==> src/rtl/calc_entry_ctrl.sv <==
// Keypad entry controller for a 4-function calculator: builds two 8-bit operands
// from decimal keys, hands them to an external ALU and holds/display the result.
//
// state    | meaning
// ENTER_A  | typing first operand
// ENTER_B  | typing second operand, operator latched
// WAIT_ALU | alu_start issued, waiting for alu_done or timeout
// RESULT   | showing ALU result, ready to chain or start over
// ERROR    | ALU error or timeout, only clear key exits
module calc_entry_ctrl #(
  parameter int TIMEOUT = 255
) (
  input  logic       clk,
  input  logic       reset,
  input  logic       key_valid,
  input  logic [3:0] key_value,
  input  logic       alu_done,
  input  logic [7:0] alu_result,
  input  logic       alu_error,
  output logic [7:0] operand_a,
  output logic [7:0] operand_b,
  output logic [1:0] alu_op,
  output logic       alu_start,
  output logic [7:0] disp_value,
  output logic       error,
  output logic [2:0] state
);

  typedef enum logic [2:0] {
    ENTER_A  = 3'd0,
    ENTER_B  = 3'd1,
    WAIT_ALU = 3'd2,
    RESULT   = 3'd3,
    ERROR    = 3'd4
  } state_t;

  localparam int CW = (TIMEOUT > 1) ? $clog2(TIMEOUT) : 1;
  localparam logic [CW-1:0] CNT_LAST = CW'(TIMEOUT - 1);

  state_t        state_q, state_d;
  logic [7:0]    a_q, a_d, b_q, b_d, res_q, res_d, disp_q, disp_d;
  logic [1:0]    op_q, op_d;
  logic [CW-1:0] cnt_q, cnt_d;
  logic          start_q, start_d, err_q, err_d;

  logic          is_digit, is_op, is_eq, is_clr, do_clear;
  logic [1:0]    key_op;
  logic [11:0]   acc_a, acc_b;
  logic [7:0]    a_acc, b_acc;

  assign is_digit = key_valid && (key_value <= 4'd9);
  assign is_op    = key_valid && (key_value >= 4'hA) && (key_value <= 4'hD);
  assign is_eq    = key_valid && (key_value == 4'hE);
  assign is_clr   = key_valid && (key_value == 4'hF);
  assign key_op   = 2'(key_value - 4'hA);

  // 12-bit accumulation so an overflowing digit can be detected and dropped
  assign acc_a = {4'd0, a_q} * 12'd10 + {8'd0, key_value};
  assign acc_b = {4'd0, b_q} * 12'd10 + {8'd0, key_value};
  assign a_acc = (acc_a > 12'd255) ? a_q : acc_a[7:0];
  assign b_acc = (acc_b > 12'd255) ? b_q : acc_b[7:0];

  always_comb begin
    state_d  = state_q;
    a_d      = a_q;
    b_d      = b_q;
    op_d     = op_q;
    res_d    = res_q;
    cnt_d    = cnt_q;
    start_d  = 1'b0;
    do_clear = 1'b0;

    case (state_q)
      ENTER_A: begin
        if (is_digit) begin
          a_d = a_acc;
        end else if (is_op) begin
          op_d    = key_op;
          b_d     = 8'd0;
          state_d = ENTER_B;
        end else if (is_clr) begin
          a_d = 8'd0;
        end
      end
      ENTER_B: begin
        if (is_digit) begin
          b_d = b_acc;
        end else if (is_op) begin
          op_d = key_op;
        end else if (is_eq) begin
          start_d = 1'b1;
          cnt_d   = '0;
          state_d = WAIT_ALU;
        end else if (is_clr) begin
          do_clear = 1'b1;
        end
      end
      WAIT_ALU: begin
        // clear beats a simultaneous alu_done; alu_done beats the last timeout cycle
        if (is_clr) begin
          do_clear = 1'b1;
        end else if (alu_done) begin
          if (alu_error) begin
            state_d = ERROR;
          end else begin
            res_d   = alu_result;
            state_d = RESULT;
          end
        end else if (cnt_q == CNT_LAST) begin
          state_d = ERROR;
        end else begin
          cnt_d = cnt_q + 1'b1;
        end
      end
      RESULT: begin
        if (is_digit) begin
          a_d     = 8'(key_value);
          state_d = ENTER_A;
        end else if (is_op) begin
          a_d     = res_q;
          op_d    = key_op;
          b_d     = 8'd0;
          state_d = ENTER_B;
        end else if (is_clr) begin
          do_clear = 1'b1;
        end
      end
      ERROR: begin
        if (is_clr) do_clear = 1'b1;
      end
      default: do_clear = 1'b1;
    endcase

    if (do_clear) begin
      a_d     = 8'd0;
      b_d     = 8'd0;
      op_d    = 2'd0;
      res_d   = 8'd0;
      cnt_d   = '0;
      state_d = ENTER_A;
    end

    case (state_d)
      ENTER_A:           disp_d = a_d;
      ENTER_B, WAIT_ALU: disp_d = b_d;
      RESULT:            disp_d = res_d;
      default:           disp_d = 8'd0;
    endcase
    err_d = (state_d == ERROR);
  end

  always_ff @(posedge clk) begin
    if (reset) begin
      state_q <= ENTER_A;
      a_q     <= 8'd0;
      b_q     <= 8'd0;
      op_q    <= 2'd0;
      res_q   <= 8'd0;
      cnt_q   <= '0;
      start_q <= 1'b0;
      disp_q  <= 8'd0;
      err_q   <= 1'b0;
    end else begin
      state_q <= state_d;
      a_q     <= a_d;
      b_q     <= b_d;
      op_q    <= op_d;
      res_q   <= res_d;
      cnt_q   <= cnt_d;
      start_q <= start_d;
      disp_q  <= disp_d;
      err_q   <= err_d;
    end
  end

  assign operand_a  = a_q;
  assign operand_b  = b_q;
  assign alu_op     = op_q;
  assign alu_start  = start_q;
  assign disp_value = disp_q;
  assign error      = err_q;
  assign state      = state_q;

endmodule
==> config.mk <==
export PLATFORM = sky130hd
export DESIGN_NAME = calc_entry_ctrl
export DESIGN_NICKNAME = d
export VERILOG_FILES = /design/src/rtl/calc_entry_ctrl.sv
export SDC_FILE = /design/constraint.sdc
export NUM_CORES = 1
export LEC_CHECK = 0
export ABC_AREA = 1
export BUFFER_PORTS_ARGS = -buffer_cell sky130_fd_sc_hd__buf_4
export CAP_MARGIN = 20
export CORE_MARGIN = 5
export CORE_UTILIZATION = 30
export DETAILED_ROUTE_END_ITERATION = 10
export PLACE_DENSITY_LB_ADDON = 0.25
export SYNTH_ARGS = -nofsm -noshare
export SYNTH_HDL_FRONTEND = slang
export SYNTH_SLANG_ARGS = --single-unit
==> constraint.sdc <==
create_clock -name clk -period 3.22 [get_ports clk]
set_clock_uncertainty 0.05 [all_clocks]
set_input_delay 0.483 -clock clk [delete_from_list [all_inputs] [get_ports clk]]
set_output_delay 0.483 -clock clk [all_outputs]
set_load 0.01 [all_outputs]
==> results.json <==
{
  "cts_made_buffers": 5,
  "clock-sinks": 47,
  "rr_startpoint": "operand_b[1]",
  "clk_root_buffer_cell": "clkbuf_16",
  "cts_htree_levels": 2,
  "dpl.cell_count": 839,
  "die_area_mm2": 0.0155,
  "synthFlopType": "dfxtp_1",
  "ys_async_sr_fraction_pct": 0,
  "setup_slack_ns": 0.232,
  "run_status": "completed",
  "path_class": "register to register",
  "place_area_mm2": 0.00454,
  "drc": 0,
  "cp-start-kind": "register",
  "die_y_um": 124,
  "routabilityCongestion": 0.863,
  "syn_avg_cell_area_um2": 6.32,
  "vias": 4187,
  "detailedRoute.firstPassIterationCount": 4,
  "grt_pass1_vias": 3945,
  "p_leak_nw": 2.32,
  "clk_pin_slew_worst_paths_ns": 0.07,
  "synthCells": 621,
  "hp-start": "alu_op[0]",
  "syn-num-nets": 674,
  "num_rows": 41,
  "grt_antenna_before_repair": 0,
  "clk_latency_ns": 0.29,
  "fmax_mhz": 335,
  "final_cells": 850,
  "design_area_mm2": 0.00476,
  "tightest_slew_ns": 0.498,
  "cts_tree": "done",
  "n_antenna_cell": 0,
  "yosysUniqueCellTypes": 41,
  "relSlewSlack_pct": 66.6,
  "required_ns": 3.39,
  "final_hold_viol_count": 0,
  "hpwl_mm": 9.27,
  "die_w_um": 124,
  "fin_crit_sh_pct": 92.8,
  "drive_gt1_share_pct": 14.6,
  "grt_pass1_wl_mm": 19.7,
  "area_growth_pct": 21.3,
  "crit_path_end_kind": "register",
  "cts.path.max_buffers": 2,
  "coreArea_mm2": 0.0127,
  "start_util_pct": 30.8,
  "cp_max_fo": 7,
  "layout_common_cells": "nand2_1 (156), inv_1 (76), nor2_1 (69)",
  "holdBufCountCts": 0,
  "slew_violations": 0,
  "ys_seq_area_share_pct": 24.0,
  "io_buffers": 47,
  "maxCapViolations": 0,
  "pre_cts_ws_ns": 0.197,
  "boundaryPins": 48,
  "setup_violations": 0,
  "synth-warning-count": 0,
  "wirelength_mm": 11.9,
  "hp-class": "register to register",
  "detail-route-antenna-nets": 0,
  "netlist_area_mm2": 0.00392,
  "ys_seq_elements": 47,
  "rsz0062_at_grt": "true",
  "post_drt_wl_per_cell_um": 14.0,
  "first_iter_violations": 295,
  "grt_use_total_pct": 15.1,
  "grt_start_max_net_pins": 39,
  "p_per_area_mw_per_mm2": 391,
  "utilization_pct": 37.4,
  "final_common_cell": "nand2_1",
  "synth_enable_flop_cells": 0,
  "nets": 730,
  "startpoint": "operand_b[1]",
  "worstPathArrival_ns": 3.16,
  "fillerInstances": 1402,
  "period_needed_ns": 2.99,
  "peakVddDrop_mv": 0.186,
  "overflow": 0,
  "vias_per_cell": 4.93
}
[cells by family (layout without fill, tap and decap cells)]
kind of cell | after synthesis | count (layout) | synth area share [%]
AO/OA/AOI/OAI | 89 | 89 | 12.5
buffers and inverters | 94 | 151 | 9.12
flip-flops | 47 | 47 | 24.0
adder cells (fa/ha/maj) | 36 | 36 | 12.2
AND/OR/NAND/NOR | 346 | 346 | 40.2
XOR/XNOR | 9 | 9 | 2.01
[sequential cells by signal, summed over array words and instances (netlist names)]
signal	cells
operand_a	8
state	3
cnt_q	8
error	1
alu_op	2
res_q	8
alu_start	1
operand_b	8
disp_value	8
[cells in the mapped netlist, types with 5 or more instances]
cell        n  share of area (%)
a21oi_1    49                6.3
nor2_1     69                6.6
xor2_1      7                1.6
nand2_2     5               0.80
nor4_1      9                1.4
nor3_1     13                1.7
inv_1      76                7.3
nand3_1    69                8.8
o21ai_0    21                2.7
ha_1       32                 10
clkbuf_1    9               0.86
nand2_1   156                 15
dfxtp_1    47                 24
a31oi_1     9                1.4
[stage by stage]
step | setup TNS [ns] | hold slack, ns | power, mW
2_1_floorplan | 0 | 0.430 | 1.04
3_5_place_dp | 0 | 0.414 | 1.25
6_report | 0 | 0.424 | 1.86
4_1_cts | 0 | 0.428 | 1.86
3_3_place_gp | 0 | 0.408 | 1.24
5_1_grt | -0.0128 | 0.456 | 1.98
[routing by layer]
layer / vias up / part of all wire, % / GRT usage [%]
met2: 126 / 45 / 23.9
met5: - / 0 / 0
met1: 1892 / 47 / 21.3
li1: 2161 / - / -
met4: 0 / 0.93 / 2.51
met3: 8 / 6.7 / 3.43
[path summary, 6_finish.rpt]
path	to	slack (ns)	depth (start not counted)
worst max-delay path	disp_value[3]	0.23	18
worst min-delay path	alu_op[0]	0.42	2
worst min register to register	alu_op[0]	0.42	2
worst max register to register	disp_value[3]	0.23	18
[power breakdown]
part           switching [mW]  internal (mW)
Sequential             0.0330          0.613
Combinational           0.365          0.239
Clock                   0.242          0.367
[area by class of cell]
class | instances | area (µm²) | area share, %
tap | 172 | 215 | 4.52
timing repair buffer | 61 | 470 | 9.88
sequential | 47 | 942 | 19.8
multi-input combinational | 480 | 2650 | 55.8
clock buffer | 5 | 125 | 2.63
clock inverter | 3 | 43.8 | 0.920
inverter | 82 | 309 | 6.49
[critical path: stages (launching register included)]
cell     delay [ns]
dfxtp_2        0.35
ha_1           0.33
ha_4           0.19
fa_2           0.60
nand2_1        0.06
nor2_1         0.07
nand2_1        0.06
nand2_1        0.07
nand2_1        0.08
o21ai_1        0.22
nand2_4        0.11
buf_4          0.16
nand3_1        0.09
nand3_1        0.08
nand2_1        0.09
nand3_1        0.10
nand2_1        0.09
inv_1          0.04
a21oi_1        0.10
[timing repair]
action,in CTS,in global routing
resized for setup,0,8
endpoints found under the hold margin,0,0
setup buffers,0,3
endpoints found under the setup margin,0,8
No activity file was read; power rests on OpenSTA's default activity.
